[config.mk]
export PLATFORM = sky130hd
export DESIGN_NAME = ibex_neur_issue
export DESIGN_NICKNAME = d
export VERILOG_FILES = /design/src/rtl/ibex_neur_pkg.sv /design/src/rtl/ibex_neur_timeout.sv /design/src/rtl/ibex_neur_issue.sv
export SDC_FILE = /design/constraint.sdc
export NUM_CORES = 1
export LEC_CHECK = 0
export BUFFER_PORTS_ARGS = -buffer_cell sky130_fd_sc_hd__buf_2
export CAP_MARGIN = 10
export CORE_MARGIN = 2
export CORE_UTILIZATION = 35
export CTS_CLUSTER_SIZE = 24
export DETAILED_ROUTE_END_ITERATION = 16
export SETUP_SLACK_MARGIN = 0.5
export SLEW_MARGIN = 5
export SYNTH_ARGS = -nofsm -noshare
export SYNTH_HDL_FRONTEND = slang
export SYNTH_SLANG_ARGS = --single-unit
[constraint.sdc]
create_clock -name clk_i -period 2.4 [get_ports clk_i]
set_input_delay 0.12 -clock clk_i [delete_from_list [all_inputs] [get_ports clk_i]]
set_output_delay 0.12 -clock clk_i [all_outputs]
set_load 0.05 [all_outputs]
[src/rtl/ibex_neur_pkg.sv]
`default_nettype none
// ============================================================================
// Module      : ibex_neur_pkg
// Description : Shared types and constants for the neural-op issue stage.
// Revision    : 1.0 - initial release
// ============================================================================
package ibex_neur_pkg;

    // Decoder op encodings; values from NEUR_OP_ILLEGAL_MIN upward are illegal.
    typedef enum logic [2:0] {
        NEUR_OP_CFG_MODE = 3'd0,
        NEUR_OP_CFG_POS  = 3'd1,
        NEUR_OP_MAC      = 3'd2,
        NEUR_OP_BIAS     = 3'd3,
        NEUR_OP_GETRES   = 3'd4
    } neur_op_e;

    typedef enum logic [1:0] {
        IDLE  = 2'd0,
        ISSUE = 2'd1,
        WB    = 2'd2
    } neur_issue_state_e;

    localparam logic [2:0] NEUR_OP_ILLEGAL_MIN = 3'd5;

    // Ops that drive an EX strobe and occupy the issue FSM.
    function automatic logic neur_op_is_issue(input logic [2:0] op);
        return (op == NEUR_OP_MAC) || (op == NEUR_OP_BIAS) || (op == NEUR_OP_GETRES);
    endfunction

endpackage
`default_nettype wire

[src/rtl/ibex_neur_timeout.sv]
`default_nettype none
// ============================================================================
// Module      : ibex_neur_timeout
// Description : Cycle counter that flags when an EX strobe has waited too long.
//               Clear loads zero; counting stops at the terminal value.
// Revision    : 1.0 - initial release
// ============================================================================
module ibex_neur_timeout #(
    parameter int unsigned TimeoutCycles = 64
) (
    input  logic clk_i,
    input  logic rst_ni,
    input  logic clear_i,
    input  logic en_i,
    output logic expire_o
);

    localparam int unsigned CNT_W = (TimeoutCycles > 2) ? $clog2(TimeoutCycles) : 1;
    localparam logic [CNT_W-1:0] LAST_VAL = CNT_W'(TimeoutCycles - 1);

    logic [CNT_W-1:0] cnt_q;

    assign expire_o = (cnt_q == LAST_VAL);

    // Count waiting cycles; clear has priority and the count holds once expired.
    always_ff @(posedge clk_i or negedge rst_ni) begin
        if (!rst_ni) begin
            cnt_q <= '0;
        end else if (clear_i) begin
            cnt_q <= '0;
        end else if (en_i && !expire_o) begin
            cnt_q <= cnt_q + 1'b1;
        end
    end

endmodule
`default_nettype wire

[src/rtl/ibex_neur_issue.sv]
`default_nettype none
// ============================================================================
// Module      : ibex_neur_issue
// Description : Issue stage for custom neural ops. Holds neuron configuration,
//               drives MAC/BIAS/GETRES strobes into EX with a level handshake,
//               returns GETRES results to writeback and aborts on timeout.
// Revision    : 1.0 - initial release
// ============================================================================
module ibex_neur_issue
    import ibex_neur_pkg::*;
#(
    parameter int unsigned TimeoutCycles = 64,
    parameter int unsigned MacCntW       = 16
) (
    input  logic               clk_i,
    input  logic               rst_ni,
    input  logic               req_valid_i,
    output logic               req_ready_o,
    input  logic [2:0]         req_op_i,
    input  logic [31:0]        req_rs1_i,
    input  logic [31:0]        req_rs2_i,
    input  logic [4:0]         req_rd_i,
    input  logic               flush_i,
    output logic               neur_valid_in_o,
    output logic               neur_bias_in_o,
    output logic               get_res_o,
    output logic [31:0]        neur_mode_o,
    output logic [31:0]        neur_out_options_o,
    output logic [31:0]        neur_position_o,
    output logic [31:0]        weights_o,
    output logic [31:0]        input_val_o,
    input  logic               ex_valid_i,
    input  logic [31:0]        ex_result_i,
    output logic               wb_valid_o,
    output logic [4:0]         wb_rd_o,
    output logic [31:0]        wb_wdata_o,
    output logic               busy_o,
    output logic               err_o,
    output logic [MacCntW-1:0] mac_cnt_o
);

    neur_issue_state_e state_q, state_d;
    neur_op_e          op_q;
    logic [4:0]        rd_q;
    logic [31:0]       weights_q, input_q;
    logic [31:0]       mode_q, options_q, position_q;
    logic [4:0]        wb_rd_q;
    logic [31:0]       wb_wdata_q;
    logic              wb_valid_q, wb_valid_d;
    logic              err_q, err_d;
    logic [MacCntW-1:0] mac_cnt_q;

    logic w_accept;
    logic w_issue_load;
    logic w_wb_capture;
    logic w_mac_inc;
    logic w_timer_clear;
    logic w_timer_en;
    logic w_timer_expire;

    assign req_ready_o = (state_q == IDLE) && !flush_i;
    assign w_accept    = req_valid_i && req_ready_o;

    // Strobes decode registered state only, so they never follow req_* combinationally.
    assign neur_valid_in_o = (state_q == ISSUE) && (op_q == NEUR_OP_MAC);
    assign neur_bias_in_o  = (state_q == ISSUE) && (op_q == NEUR_OP_BIAS);
    assign get_res_o       = (state_q == ISSUE) && (op_q == NEUR_OP_GETRES);

    assign busy_o             = (state_q != IDLE);
    assign weights_o          = weights_q;
    assign input_val_o        = input_q;
    assign neur_mode_o        = mode_q;
    assign neur_out_options_o = options_q;
    assign neur_position_o    = position_q;
    assign wb_valid_o         = wb_valid_q;
    assign wb_rd_o            = wb_rd_q;
    assign wb_wdata_o         = wb_wdata_q;
    assign err_o              = err_q;
    assign mac_cnt_o          = mac_cnt_q;

    ibex_neur_timeout #(
        .TimeoutCycles (TimeoutCycles)
    ) u_timeout (
        .clk_i    (clk_i),
        .rst_ni   (rst_ni),
        .clear_i  (w_timer_clear),
        .en_i     (w_timer_en),
        .expire_o (w_timer_expire)
    );

    // Next-state and control decode; flush beats completion and timeout.
    always_comb begin
        state_d       = state_q;
        w_issue_load  = 1'b0;
        w_wb_capture  = 1'b0;
        w_mac_inc     = 1'b0;
        w_timer_clear = 1'b0;
        w_timer_en    = 1'b0;
        err_d         = 1'b0;
        wb_valid_d    = 1'b0;
        case (state_q)
            IDLE: begin
                if (w_accept) begin
                    if (req_op_i >= NEUR_OP_ILLEGAL_MIN) begin
                        err_d = 1'b1;
                    end else if (neur_op_is_issue(req_op_i)) begin
                        w_issue_load  = 1'b1;
                        w_timer_clear = 1'b1;
                        state_d       = ISSUE;
                    end
                end
            end
            ISSUE: begin
                if (flush_i) begin
                    state_d = IDLE;
                end else if (ex_valid_i) begin
                    case (op_q)
                        NEUR_OP_MAC: begin
                            w_mac_inc = 1'b1;
                            state_d   = IDLE;
                        end
                        NEUR_OP_GETRES: begin
                            w_wb_capture = 1'b1;
                            state_d      = WB;
                        end
                        default: state_d = IDLE;
                    endcase
                end else if (w_timer_expire) begin
                    err_d   = 1'b1;
                    state_d = IDLE;
                end else begin
                    w_timer_en = 1'b1;
                end
            end
            WB: begin
                wb_valid_d = !flush_i;
                state_d    = IDLE;
            end
            default: state_d = IDLE;
        endcase
    end

    // FSM state, single-cycle pulses and the saturating MAC counter.
    always_ff @(posedge clk_i or negedge rst_ni) begin
        if (!rst_ni) begin
            state_q    <= IDLE;
            wb_valid_q <= 1'b0;
            err_q      <= 1'b0;
            mac_cnt_q  <= '0;
        end else begin
            state_q    <= state_d;
            wb_valid_q <= wb_valid_d;
            err_q      <= err_d;
            if (w_mac_inc && (mac_cnt_q != {MacCntW{1'b1}})) begin
                mac_cnt_q <= mac_cnt_q + 1'b1;
            end
        end
    end

    // Operand latch for the in-flight op, plus writeback capture.
    always_ff @(posedge clk_i or negedge rst_ni) begin
        if (!rst_ni) begin
            op_q       <= NEUR_OP_CFG_MODE;
            rd_q       <= '0;
            weights_q  <= '0;
            input_q    <= '0;
            wb_rd_q    <= '0;
            wb_wdata_q <= '0;
        end else begin
            if (w_issue_load) begin
                op_q      <= neur_op_e'(req_op_i);
                rd_q      <= req_rd_i;
                weights_q <= req_rs1_i;
                input_q   <= req_rs2_i;
            end
            if (w_wb_capture) begin
                wb_rd_q    <= rd_q;
                wb_wdata_q <= ex_result_i;
            end
        end
    end

    // Configuration registers; written only on an IDLE accept.
    always_ff @(posedge clk_i or negedge rst_ni) begin
        if (!rst_ni) begin
            mode_q     <= '0;
            options_q  <= '0;
            position_q <= '0;
        end else if (w_accept) begin
            if (req_op_i == NEUR_OP_CFG_MODE) begin
                mode_q    <= req_rs1_i;
                options_q <= req_rs2_i;
            end else if (req_op_i == NEUR_OP_CFG_POS) begin
                position_q <= req_rs1_i;
            end
        end
    end

endmodule
`default_nettype wire
==> Word-level counts from Yosys, hierarchy flattened <==
Index checks and enable logic that the tools add are counted.
{ "totals": {"in_bits": 109, "ff_bits": 231, "word_cells": 84} }
{ "classes": {"bitwise": 1, "n_eq_ne": 15, "add_sub_neg": 2, "mux": 33, "order_cmp": 1, "reduce_logical": 18} }
{ "ops": {"columns": ["op", "n"], "rows": [
  ["$mux 1", 22],
  ["$add 16x1->16 const B", 1],
  ["$ne 16x16->1 const B", 1],
  ["$mux 2", 7],
  ["$eq 3x2->1 const B", 4],
  ["$mux 6", 2],
  ["$logic_and 1x1->1", 7],
  ["$add 6x1->6 const B", 1],
  ["$eq 3x3->1 const B", 2],
  ["$eq 6x6->1 const B", 1],
  ["$ne 2x2->1 const B", 2],
  ["$ne 4x3->1 const B", 1],
  ["$pmux 2 s2", 1],
  ["$reduce_and 4->1", 1],
  ["$reduce_bool 2->1", 2],
  ["$eq 3x1->1 const B", 1],
  ["$ge 3x3->1 const B", 1],
  ["$logic_not 3->1", 1],
  ["$reduce_and 3->1", 1],
  ["$eq 2x1->1 const B", 1],
  ["$eq 2x2->1 const B", 1],
  ["$logic_not 1->1", 2],
  ["$logic_not 2->1", 1],
  ["$logic_or 1x1->1", 2],
  ["4 further kinds", 4]
]} }

==> Logic depth before layout (Yosys ltp) <==
{ "logic_depth": {"word_depth": 8, "depth_mapped": 6, "mapped_depth_nobuf": 5} }

==> By module <==
From an unflattened synthesis, not the netlist that was laid out.
{ "hier_totals": {"cells_unflattened": 582, "hier_area_um2": 9103.7} }
{ "modules_own_cells": {"columns": ["module", "n_inst", "area_per_inst_um2", "cells_each"], "rows": [
  ["ibex_neur_issue", 1, 8723.4, 543],
  ["ibex_neur_timeout", 1, 380.4, 39]
]} }

==> Least setup slack after synthesis <==
Ideal clock, no wire load.
{ "synth_timing": {"path_kind": "register -> register", "startpoint": "register state_q[1]", "endpoint": "register wb_wdata_q[16] (netlist: wb_wdata_o[16])", "t_required_ps": 2275, "n_path_buf": 2, "setup_time_ps": 125, "arrival_ps": 2006, "period_less_slack_ps": 2131, "path_slack_ps": 269, "stages_incl_launch_ff": 7, "cell_sequence": "dfrtp_1 > nor3b_1 > and3b_1 > nand2_1 > clkbuf_1 > buf_2 > mux2_2"} }
{ "synth_via": {"elab_chain_len": 2} }
{ "synth_lines": {"columns": ["element", "line_no", "text"], "rows": [
  ["from (decl)", "ibex_neur_issue.sv:42", "neur_issue_state_e state_q, state_d;"],
  ["from (signal assigned)", "ibex_neur_issue.sv:151", "state_q <= state_d;"],
  ["$eq 2x1->1", "ibex_neur_issue.sv:101", "case (state_q)"],
  ["$mux 1", "ibex_neur_issue.sv:101", null],
  ["to (signal assigned)", "ibex_neur_issue.sv:178", "wb_wdata_q <= ex_result_i;"],
  ["to (decl)", "ibex_neur_issue.sv:48", "logic [31:0] wb_wdata_q;"]
]} }
No other way between the ends.
A chain may end at the register's enable or synchronous reset.

==> Worst setup path after layout <==
{ "layout_timing": {"startpoint": "register state_q[0]", "endpoint": "register mode_q[1] (netlist: neur_mode_o[1])"} }
{ "layout_via": {"elab_chain_len": 4} }
{ "layout_lines": {"columns": ["element", "line_no", "text"], "rows": [
  ["$logic_not 2->1", "ibex_neur_issue.sv:61", "assign req_ready_o = (state_q == IDLE) && !flush_i;"],
  ["$logic_and 1x1->1", "ibex_neur_issue.sv:61", null],
  ["$logic_and 1x1->1", "ibex_neur_issue.sv:62", "assign w_accept = req_valid_i && req_ready_o;"],
  ["$reduce_and 2->1 (no source line)", null, null],
  ["to (signal assigned)", "ibex_neur_issue.sv:191", "mode_q <= req_rs1_i;"],
  ["to (decl)", "ibex_neur_issue.sv:46", "logic [31:0] mode_q, options_q, position_q;"]
]} }
No other way between the ends.

==> flow_summary.json <==
{
  "outcome": "finished clean",
  "syn-num-nets": 673,
  "synth_edf_count": 0,
  "clkTransAtPathRegs_ns": 0.06,
  "drt_iter0_markers": 236,
  "fmax_ghz": 0.489,
  "fin_nets": 1155,
  "start_util_pct": 35.5,
  "grtUsageTotal_pct": 18.1,
  "setup_slack_ns": 0.353,
  "layout-drive-gt1-share_pct": 59.9,
  "critical_path_required_ns": 2.80,
  "path_max_fanout": 6,
  "skew_ns": 0.00906,
  "coreArea_mm2": 0.0251,
  "portBuffers": 328,
  "worstPathArrival_ns": 2.45,
  "hold_class": "input pin to flip-flop",
  "hpwl_um": 14600,
  "ios": 329,
  "rsz0062_at_grt": "true",
  "synth.avg_cell_area_um2": 15.9,
  "leakagePower_nw": 6.86,
  "vias": 6512,
  "vias_per_cell": 4.67,
  "postRouteWirelength_um": 26500,
  "synth_seq_area_share_pct": 64.8,
  "synthFlopType": "dfrtp_1",
  "clock-sinks": 231,
  "synth_cells": 562,
  "std_cell_rows": 58,
  "cellPowerDensity_mw_per_mm2": 1020,
  "drv_slew": 0,
  "clockRootBuffer": "clkbuf_16",
  "ctsLongestPathBuffers": 3,
  "grt_pass1_vias": 6683,
  "post_drt_wl_per_cell_um": 19.0,
  "area_growth_pct": 53.9,
  "cp-start-kind": "flip-flop",
  "hold_viol_final": 0,
  "power.total_mw": 13.9,
  "slew_headroom_pct": 70.6,
  "die_area_mm2": 0.0268,
  "cts_max_level": 1,
  "ys_async_sr_fraction_pct": 100,
  "cts_buffers": 26,
  "layout_commonest_cell": "buf_2",
  "dp_slack_ns": 0.299,
  "setup_tns_ns": 0,
  "cap_violations": 0,
  "final_antenna_net_count": 0,
  "fin_crit_ns": 2.05,
  "finalSetupViolCount": 0,
  "vdd_drop_max_mv": 0.965,
  "yosysUniqueCellTypes": 38,
  "grt-ovfl-total": 0,
  "grt_pass1_wl_um": 37400,
  "worst_slew_pin_slew_ns": 0.441,
  "antenna_found_initial": 0,
  "crit_path_end_kind": "flip-flop",
  "yosysWarningCount": 0,
  "die_h_um": 164,
  "gp_congestion": 0.801,
  "final_cell_mix": "324 x buf_2, 224 x dfrtp_1, 183 x mux2_2",
  "crit_type": "flip-flop to flip-flop",
  "ys_seq_elements": 231,
  "die_w_um": 164,
  "drc": 0,
  "cts_tree": "built",
  "dr.pass1.iters": 4,
  "grt_max_degree": 72,
  "finalCritPeriodShare_pct": 85.3,
  "syn-cell-area_mm2": 0.00892,
  "clock_latency_ns": 0.52
}
-- per-stage QoR --
step / std cells / hold WS [ns] / utilization, % / instance area (µm²)
floorplan: 562 / -0.176 / - / 8940
global placement: 1209 / 0.0197 / 43.9 / 11000
detailed placement: 1209 / 0.0194 / 43.9 / 11000
CTS: 1383 / 0.0319 / 53.3 / 13400
global route: 1394 / 0.0285 / 54.6 / 13700
finish: 1395 / 0.0134 / 54.6 / 13700
-- cell type report --
| type | count | area (µm²) |
|---|---|---|
| timing repair buffer | 478 | 3510 |
| clock buffer | 36 | 749 |
| sequential | 231 | 5790 |
| tap | 330 | 413 |
| multi-input combinational | 302 | 3120 |
| inverter | 5 | 18.8 |
| clock inverter | 12 | 118 |
| antenna | 1 | 2.50 |
| fill | 2137 | 11400 |
-- routing by layer --
metal / wire, µm / part of all wire (%) / track usage, %
met1: 10800 / 41 / 22.0
met2: 13100 / 50 / 30.8
met3: 2140 / 8.1 / 5.76
met4: 454 / 1.7 / 4.94
met5: 0 / 0 / 0
-- logic make-up after synthesis --
| family | Yosys count | share of synthesized area [%] |
|---|---|---|
| XOR/XNOR | 16 | 1.57 |
| adder cells (fa/ha/maj) | 2 | 0.281 |
| buffers and inverters | 29 | 1.75 |
| flip-flops | 231 | 64.8 |
| multiplexers | 208 | 26.3 |
| AND/OR/NAND/NOR | 66 | 4.56 |
| AO/OA/AOI/OAI | 10 | 0.758 |
-- sequential cells by signal, indices dropped and copies added (netlist names) --
register            cells
neur_position_o        32
wb_valid_o              1
op_q                    3
u_timeout.cnt_q         6
wb_wdata_o             32
input_val_o            32
mac_cnt_o              16
weights_o              32
err_o                   1
rd_q                    5
wb_rd_o                 5
neur_out_options_o     32
state_q                 2
neur_mode_o            32
-- power breakdown --
part | total, mW | internal, mW | switching [mW]
Combinational | 4.91 | 1.38 | 3.53
Sequential | 5.07 | 4.68 | 0.387
Clock | 3.97 | 2.39 | 1.58
Total | 13.9 | 8.45 | 5.50
-- path summary, 6_finish.rpt --
kind | startpoint | to | slack [ns] | cells after the start
worst max-delay path | state_q[0]$_DFFE_PN0P_ | neur_mode_o[1]$_DFFE_PN0P_ | 0.35 | 6
worst min-delay path | ex_valid_i | state_q[0]$_DFFE_PN0P_ | 0.01 | 4
worst max register to register | state_q[0]$_DFFE_PN0P_ | neur_mode_o[1]$_DFFE_PN0P_ | 0.35 | 6
worst min register to register | mac_cnt_o[11]$_DFFE_PN0P_ | mac_cnt_o[11]$_DFFE_PN0P_ | 0.47 | 1
max in group asynchronous | rst_ni | mac_cnt_o[2]$_DFFE_PN0P_ | 1.54 | 3
min in group asynchronous | rst_ni | wb_wdata_o[21]$_DFFE_PN0P_ | 0.07 | 2
-- cells in the mapped netlist, types with 2 or more instances --
library cell  count  area share [%]
and2_1            3            0.21
and3b_1           2            0.20
buf_1             3            0.13
buf_2             2            0.11
buf_6             6            0.76
clkbuf_1         13            0.55
dfrtp_1         231              65
ha_1              2            0.28
inv_1             5            0.21
mux2_1            5            0.63
mux2_2          202              26
nand2_1          13            0.55
nand3_1           6            0.34
nand4_1           5            0.35
nor2_1            3            0.13
nor2b_1           2            0.14
nor3_1            7            0.39
nor3b_1           5            0.42
nor4_1            8            0.56
nor4b_1           4            0.39
o21a_1            2            0.17
o21ai_0           2            0.11
or2_2             2            0.14
xnor2_1           5            0.49
xor2_1           11             1.1
-- critical path: stages, from the launching register on --
cell and delay (ns):
dfrtp_1 0.38, or4b_4 0.58, nor4_4 0.17, buf_6 0.16
buf_12 0.14, clkbuf_16 0.16, mux2_2 0.33
-- repair_timing --
item / CTS / global route
hold buffers: 106 / 0
hold endpoints to repair: 433 / 0
setup endpoints to repair: 168 / 167
pin swaps: 0 / 2
gates cloned: 10 / 10
resized for setup: 28 / 29
buffers inserted: 10 / 1
Power figures use the tool's default switching activity.
